File: src/rtl/ni_flit_depacketizer.sv
// Receive-side NI: validates head/body/tail flit packets and reassembles the payload word.
// Optional NI_DEPKT_STATS_EN adds saturating packet/error counters.
module ni_flit_depacketizer #(
   parameter int          DATA_WIDTH    = 32,
   parameter logic [3:0]  NODE_ADDR     = 4'h0,
   parameter int          BITS_PER_FLIT = 14
) (
   input  logic                  clk,
   input  logic                  rst_n,
   input  logic [15:0]           flit_i,
   input  logic                  flit_valid_i,
   output logic                  flit_ready_o,
   output logic [DATA_WIDTH-1:0] data_o,
   output logic [3:0]            src_o,
   output logic [2:0]            mode_o,
   output logic [1:0]            flag_o,
   output logic                  data_valid_o,
   input  logic                  data_ready_i,
   output logic                  err_o,
   output logic [1:0]            err_code_o
`ifdef NI_DEPKT_STATS_EN
   ,
   output logic [15:0]           pkt_count_o,
   output logic [15:0]           err_count_o
`endif
);

   localparam int NB    = (DATA_WIDTH + BITS_PER_FLIT - 1) / BITS_PER_FLIT;
   localparam int TOTAL = NB + 2;
   localparam int BW    = NB * BITS_PER_FLIT;
   localparam int CW    = $clog2(NB + 8);

   typedef enum logic [2:0] {S_IDLE, S_BODY, S_TAIL, S_OUT, S_DROP} state_e;

   state_e          state_q, state_d;
   logic [CW-1:0]   cnt_q, cnt_d;
   logic [BW-1:0]   buf_q, buf_d;
   logic [3:0]      src_q, src_d;
   logic [2:0]      mode_q, mode_d;
   logic [1:0]      flag_q, flag_d;
   logic            vld_q, vld_d;
   logic            rdy_q, rdy_d;
   logic            err_q, err_d;
   logic [1:0]      code_q, code_d;
   logic            acc;
   logic [2:0]      nof;

   assign acc = flit_valid_i & rdy_q;
   assign nof = flit_i[15:13];

   always_comb begin
      state_d = state_q;
      cnt_d   = cnt_q;
      buf_d   = buf_q;
      src_d   = src_q;
      mode_d  = mode_q;
      flag_d  = flag_q;
      vld_d   = vld_q;
      err_d   = 1'b0;
      code_d  = code_q;
      case (state_q)
         S_IDLE: if (acc) begin
            if (flit_i[7:4] != NODE_ADDR || nof != 3'(TOTAL)) begin
               err_d   = 1'b1;
               code_d  = (flit_i[7:4] != NODE_ADDR) ? 2'b01 : 2'b10;
               cnt_d   = (nof > 3'd1) ? CW'(nof - 3'd1) : '0;
               state_d = S_DROP;
            end else begin
               src_d   = flit_i[3:0];
               mode_d  = flit_i[10:8];
               flag_d  = flit_i[12:11];
               cnt_d   = '0;
               state_d = S_BODY;
            end
         end
         S_BODY: if (acc) begin
            if (flit_i[0]) begin
               err_d   = 1'b1;
               code_d  = 2'b11;
               state_d = S_IDLE;
            end else begin
               // Chunks shift in from the top so body 0 ends up in the low bits.
               buf_d = {flit_i[BITS_PER_FLIT:1], buf_q[BW-1:BITS_PER_FLIT]};
               cnt_d = cnt_q + 1'b1;
               if (cnt_q == CW'(NB - 1)) state_d = S_TAIL;
            end
         end
         S_TAIL: if (acc) begin
            if (flit_i[0]) begin
               vld_d   = 1'b1;
               state_d = S_OUT;
            end else begin
               err_d   = 1'b1;
               code_d  = 2'b11;
               state_d = S_IDLE;
            end
         end
         S_OUT: if (data_ready_i) begin
            vld_d   = 1'b0;
            state_d = S_IDLE;
         end
         S_DROP: begin
            if (cnt_q == '0) state_d = S_IDLE;
            else if (acc) begin
               cnt_d = cnt_q - 1'b1;
               if (cnt_q == CW'(1)) state_d = S_IDLE;
            end
         end
         default: state_d = S_IDLE;
      endcase
      // A drop with nothing left to consume must not swallow the next head.
      rdy_d = (state_d != S_OUT) && !(state_d == S_DROP && cnt_d == '0);
   end

   always_ff @(posedge clk or negedge rst_n) begin
      if (!rst_n) begin
         state_q <= S_IDLE;
         cnt_q   <= '0;
         buf_q   <= '0;
         src_q   <= '0;
         mode_q  <= '0;
         flag_q  <= '0;
         vld_q   <= 1'b0;
         rdy_q   <= 1'b0;
         err_q   <= 1'b0;
         code_q  <= '0;
      end else begin
         state_q <= state_d;
         cnt_q   <= cnt_d;
         buf_q   <= buf_d;
         src_q   <= src_d;
         mode_q  <= mode_d;
         flag_q  <= flag_d;
         vld_q   <= vld_d;
         rdy_q   <= rdy_d;
         err_q   <= err_d;
         code_q  <= code_d;
      end
   end

   assign flit_ready_o = rdy_q;
   assign data_o       = buf_q[DATA_WIDTH-1:0];
   assign src_o        = src_q;
   assign mode_o       = mode_q;
   assign flag_o       = flag_q;
   assign data_valid_o = vld_q;
   assign err_o        = err_q;
   assign err_code_o   = code_q;

`ifdef NI_DEPKT_STATS_EN
   logic [15:0] pkt_cnt_q, pkt_cnt_d, err_cnt_q, err_cnt_d;

   always_comb begin
      pkt_cnt_d = pkt_cnt_q;
      err_cnt_d = err_cnt_q;
      if (vld_q && data_ready_i && pkt_cnt_q != 16'hFFFF) pkt_cnt_d = pkt_cnt_q + 16'd1;
      if (err_q && err_cnt_q != 16'hFFFF) err_cnt_d = err_cnt_q + 16'd1;
   end

   always_ff @(posedge clk or negedge rst_n) begin
      if (!rst_n) begin
         pkt_cnt_q <= '0;
         err_cnt_q <= '0;
      end else begin
         pkt_cnt_q <= pkt_cnt_d;
         err_cnt_q <= err_cnt_d;
      end
   end

   assign pkt_count_o = pkt_cnt_q;
   assign err_count_o = err_cnt_q;
`endif

endmodule

File: config.mk
export PLATFORM = sky130hd
export DESIGN_NAME = ni_flit_depacketizer
export DESIGN_NICKNAME = d
export VERILOG_FILES = /design/src/rtl/ni_flit_depacketizer.sv
export SDC_FILE = /design/constraint.sdc
export NUM_CORES = 1
export LEC_CHECK = 0
export ABC_AREA = 0
export CORE_ASPECT_RATIO = 0.8
export CORE_MARGIN = 2
export CORE_UTILIZATION = 48
export CTS_BUF_LIST = sky130_fd_sc_hd__clkbuf_8
export CTS_CLUSTER_DIAMETER = 30
export DETAILED_ROUTE_END_ITERATION = 10
export HOLD_SLACK_MARGIN = 0.06
export PLACE_DENSITY = 0.79
export SKIP_LAST_GASP = 1
export SLEW_MARGIN = 10
export SYNTH_ARGS = -nofsm -noshare
export SYNTH_HDL_FRONTEND = slang
export SYNTH_SLANG_ARGS = --single-unit
export TNS_END_PERCENT = 50
File: constraint.sdc
create_clock -name clk -period 2.03 [get_ports clk]
set_input_delay 0.406 -clock clk [delete_from_list [all_inputs] [get_ports clk]]
set_output_delay 0.406 -clock clk [all_outputs]
set_load 0.02 [all_outputs]
Word level (Yosys, flattened, before mapping). Cells that the tools add are included.

Bits of input ports: 20. Word-level logic and storage cells: 87. Output and inout port bits: 46. Flip-flop bits (word level): 63.

Order comparisons: 1. Add/sub/neg operators: 3. Reductions and logical operators: 14. Bitwise operators: 3. Equality and inequality tests: 17. Muxes and demuxes: 39.

Operator list (number): 3-bit 2-to-1 mux (10); 4-bit 2-to-1 mux (7); 2-bit 2-to-1 mux (8); 2-bit inequality test (second input constant) (8); 3-bit case mux with 5 select lines (1); 4-bit case mux with 3 select lines (1); 1-bit 2-to-1 mux (9); 4-bit logical NOT (2); 7-bit AND reduction (1); 3-bit by 2-bit == test with 1-bit output (second input constant) (2); 3-bit == test (second input constant) (2); 2-bit case mux with 3 select lines (1); 3-bit AND reduction (2); 4-bit by 1-bit adder with 4-bit output (second input constant) (1); 4-bit by 1-bit == test with 1-bit output (second input constant) (1); 4-bit by 2-bit == test with 1-bit output (second input constant) (1); 4-bit AND reduction (1); 4-bit nonzero test (1); 3-bit by 1-bit subtractor with 4-bit output (second input constant) (1); 4-bit by 1-bit subtractor with 4-bit output (second input constant) (1); 3-bit by 1-bit == test with 1-bit output (second input constant) (1); 3-bit by 1-bit > comparator with 1-bit output (second input constant) (1); 3-bit logical NOT (1); 3-bit by 2-bit inequality test with 1-bit output (second input constant) (1); other kinds (10) (12).

Depth between registers and ports, before layout.
Depth in word-level cells: 9. Gate-level depth with buffers: 8. Gate-level depth less buffers: 8.

Worst setup path before layout. No wires, ideal clock.

Kind: flip-flop to flip-flop. Start point: register cnt_q[0]. End point: register rdy_q (netlist: flit_ready_o). Stages on the path, launching flop included: 8. Setup time: 0.142 ns. Clock period less this slack: 1.927 ns. Arrival time: 1.786 ns. Data required time: 1.888 ns. Slack: 0.103 ns. Buffers on the path: 0. Cells stage by stage: dfrtp_1 -> inv_1 -> ha_1 -> or3b_2 -> a22oi_1 -> o31ai_1 -> nor4b_2 -> a32oi_1.

Cells in the longest elaborated chain, start to end: 9. Elaborated cells between the ends (all ways): 24. Classes of those cells: 2 x add/sub; 4 x eq/ne; 13 x mux; 5 x reduce/logical.

Ends and longest elaborated chain: start: declaration (RTL line 36) `logic [CW-1:0] cnt_q, cnt_d;`; start signal: assignment (RTL line 129) `cnt_q <= cnt_d;`; branches (longest 8 deep; another with 4-bit by 1-bit subtractor with 4-bit output); 1-bit logical AND (*) (RTL line 112) `rdy_d = (state_d != S_OUT) && !(state_d == S_DROP && cnt_d == '0);`; via rdy_d (RTL line 42) `logic rdy_q, rdy_d;`; end signal: assignment (RTL line 135) `rdy_q <= rdy_d;`; end: declaration (RTL line 42).

Mark *: on every way through the listed nets, which the timed path passes. A chain may end at the register's enable or synchronous reset.

Worst setup path in the final report.
Start point: input flit_i[5]. End point: register rdy_q (netlist: flit_ready_o).

Cells in the longest elaborated chain, start to end: 9. Elaborated cells between the ends (all ways): 14. Classes of those cells: 2 x eq/ne; 6 x mux; 6 x reduce/logical.

Ends and longest elaborated chain: start: declaration (RTL line 10) `input logic [15:0] flit_i,`; 4-bit nonzero test (RTL line 63) `if (flit_i[7:4] != NODE_ADDR || nof != 3'(TOTAL)) begin`; 1-bit logical OR (RTL line 63); 4-bit 2-to-1 mux (RTL line 63); 4-bit 2-to-1 mux (RTL line 62) `S_IDLE: if (acc) begin`; 4-bit case mux with 3 select lines (RTL line 61) `case (state_q)`; via cnt_d[1] (RTL line 36); 4-bit logical NOT (RTL line 112); 1-bit logical AND (RTL line 112); 1-bit logical NOT (RTL line 112); 1-bit logical AND (RTL line 112); via rdy_d (RTL line 42).

The timed path passes the listed nets, and every way through them passes these cells.

==> results.md <==
- Initial DRT Pass Iterations: 4
- #FFs+latches synth: 63
- WP data arrival: 2.20 ns
- Grt total ovfl: 0
- Status: finished clean
- P_sw: 1.157 mW
- Sw Ratio: 31.66%
- Final net count: 361
- Fin. Hold Viols: 0
- Vias in the first global route: 2,080
- R2r endpoint: flit_ready_o
- Post-synth ARST share: 100.0%
- First DRT Iteration DRCs: 109
- Die footprint: 7246 um2
- Gr usage total: 18.15%
- Rel. slew slack: 63.00%
- DR vias/cell: 5.244
- Area of the multi-input gates: 1301 um2
- Clk slew on worst S/H paths: 0.07 ns
- Max Clock Freq: 0.5006 GHz
- Die width: 94.67 um
- Syn Nets: 288
- Wire length per cell: 15.32 um
- Post-route antenna net violation count: 0
- Place WS: -0.3513 ns
- Setup crit end: flit_ready_o
- Grt met1 use: 25.48%
- Rows: 26
- Die Height: 76.54 um
- Endpoint class of the critical path: flip-flop
- Critical path fanouts, max: 3
- Maxcap violations: 0
- Crit path kind: in -> reg
- Top Ports: 66
- Critical path origin: flit_i[5]
- Req. time, crit path: 2.23 ns
- Combinational power share: 31.8%
- Distinct cells, synth: 47
- Register Area: 1578 um2
- Initial antenna violation count: 0
- Met3 usage: 7.517%
- Hold Crit Class: in -> async
- Commonest non-fill, non-tap cell in the layout: clkdlybuf4s50_1
- Gpl congestion: 0.9008
- Clock network power share: 28.3%
- Top_reg_cell synth: dfrtp_1
- Ys Warns: 0
- Number of synthesized flops with an enable pin: 0
- Cells after Synth: 260
- First-pass GRT wire length: 10.03 mm
- Area grow syn2layout: 31.95%
- Least-Margin Pin Slew: 0.5475 ns
- Worst-skew pair later-pin latency: 0.34 ns
- R2r worst-path depth: 8
- Leak: 1.986 nW
- # setup viols final: 0
- Maximum VDD drop: 0.6755 mV
- Layout cells sized above 1: 36.98%
- Sequential Power Share: 40.0%
- Worst Setup Start Kind: input pin
- Commonest cells after routing, fill and taps aside: clkdlybuf4s50_1 (64), dfrtp_1 (62), mux2_2 (51)
- DP Wirelength: 4.864 mm
- Average cell area after synthesis: 12.14 um2
- Core Area: 6376 um2
- GRT busiest layer: met2
- Post-route setup TNS: 0 ns
- # clock sinks: 63
- Slew Limit Fails: 0
- Port bufs: 65
- R2R Setup Slk: 0.09 ns
- Clock period minus worst slack: 1.998 ns
- Post-detailed-routing wire length: 6.467 mm
- Initial Utilization: 49.51%
- Tcrit/Tclk final: 98.41%
- Cell Area, Synth: 3157 um2
- Num CTS Buffers: 9
- Clk_skew: 0.005571 ns
- PD cells: 877.6 nW/um2
- CTS root buf: clkbuf_8
- Int Pwr: 2.498 mW
- Clk buf depth: 2
- Largest net degree at the start of global routing: 64
- Fill count: 503
- Vias: 2,213
- Htree depth: 3
- Setup slack after layout: 0.03234 ns
- Met2 Use GR: 26.60%
- CTS tree: built
- Seq/Total Area, Yosys: 49.94%
- Drt drc: 0
- N_diodes: 0
- Final hold slack: 0.05012 ns
- Reg2reg start: cnt_q[0]
per-stage QoR:
| step | power, mW | area (um2) | utilization (%) | instances |
|---|---|---|---|---|
| after floorplan | 2.064 | 3157 | - | 260 |
| after global placement | 2.588 | 3934 | 61.70 | 406 |
| after detailed placement | 2.587 | 3934 | 61.70 | 406 |
| after CTS | 3.628 | 4123 | 64.66 | 422 |
| after global routing | 3.866 | 4165 | 65.33 | 422 |
| final | 3.655 | 4165 | 65.33 | 422 |
routing by layer:
metal  share of wire [%]  vias to the layer above  wire length, um
li1                    -                     1055                -
met1                  46                     1081             2968
met2                  46                       70             2998
met3                 7.1                        7              456
met4                0.66                        0               43
met5                   0                        -                0
synthesized netlist by cell type (2+ instances only):
master | number | area (um2)
dfrtp_1 | 63 | 1577
mux2_2 | 51 | 574.3
buf_4 | 32 | 240.2
nand2_1 | 10 | 37.54
inv_1 | 9 | 33.78
buf_2 | 8 | 40.04
ha_1 | 8 | 100.1
nor2_1 | 7 | 26.28
o21ai_0 | 7 | 35.03
a21oi_1 | 6 | 30.03
nand4_1 | 5 | 31.28
nand3_1 | 4 | 20.02
a211oi_1 | 3 | 22.52
clkbuf_1 | 3 | 11.26
nor2b_1 | 3 | 18.77
nor3_1 | 3 | 15.01
o41ai_1 | 3 | 26.28
a311o_1 | 2 | 20.02
a31oi_1 | 2 | 12.51
and3_1 | 2 | 12.51
nor3b_1 | 2 | 15.01
or3b_2 | 2 | 17.52
critical path, stage by stage:
cell and delay (ns):
clkdlybuf4s50_1 0.49, nor4_4 0.33, buf_4 0.18, a311o_1 0.20, o2111ai_2 0.16, nor4b_2 0.31
a32oi_1 0.13
power groups by stage:
stage / combinational [mW] / sequential (mW) / clock (mW)
6_report: 1.16 / 1.46 / 1.03
3_5_place_dp: 1.11 / 1.48 / 0
2_1_floorplan: 0.568 / 1.50 / 0
3_3_place_gp: 1.11 / 1.48 / 0
5_1_grt: 1.26 / 1.47 / 1.14
4_1_cts: 1.11 / 1.46 / 1.06
worst min path at each step:
stage	endpoint	slack [ns]	cells past startpoint
6_report	buf_q[1]	0.05	2
5_1_grt	buf_q[15]	0.07	2
4_1_cts	buf_q[1]	0.07	2
3_5_place_dp	buf_q[15]	0.44	2
3_3_place_gp	buf_q[1]	0.44	2
2_1_floorplan	buf_q[0]	0.11	0
layout make-up:
| cell class | count | share of cell area [%] |
|---|---|---|
| multi-input combinational | 145 | 31.24 |
| inverter | 9 | 0.8111 |
| tap | 84 | 2.523 |
| clock buffer | 9 | 2.974 |
| sequential | 63 | 37.88 |
| clock inverter | 7 | 1.562 |
| timing repair buffer | 105 | 23.01 |
flip-flops by register name, summed over array words and instances (netlist names):
register,count
flit_ready_o,1
state_q,3
err_code_o,2
buf_q,42
data_valid_o,1
cnt_q,4
err_o,1
flag_o,2
mode_o,3
src_o,4
cell families after synthesis:
logic type | after synthesis | share of synthesized area (%)
and+or+nand+nor | 51 | 10.38
muxes | 51 | 18.19
AOI/OAI and AO/OA | 35 | 8.007
adders and majority gates | 8 | 3.171
buffers and inverters | 52 | 10.31
DFF | 63 | 49.94
what timing repair did:
| item | 4_1_cts | 5_1_grt |
|---|---|---|
| buffers inserted | 0 | 0 |
| endpoints found under the setup margin | 0 | 2 |
| resized for setup | 0 | 10 |
| hold buffers | 0 | 0 |
(Power assumes the default switching activity.)
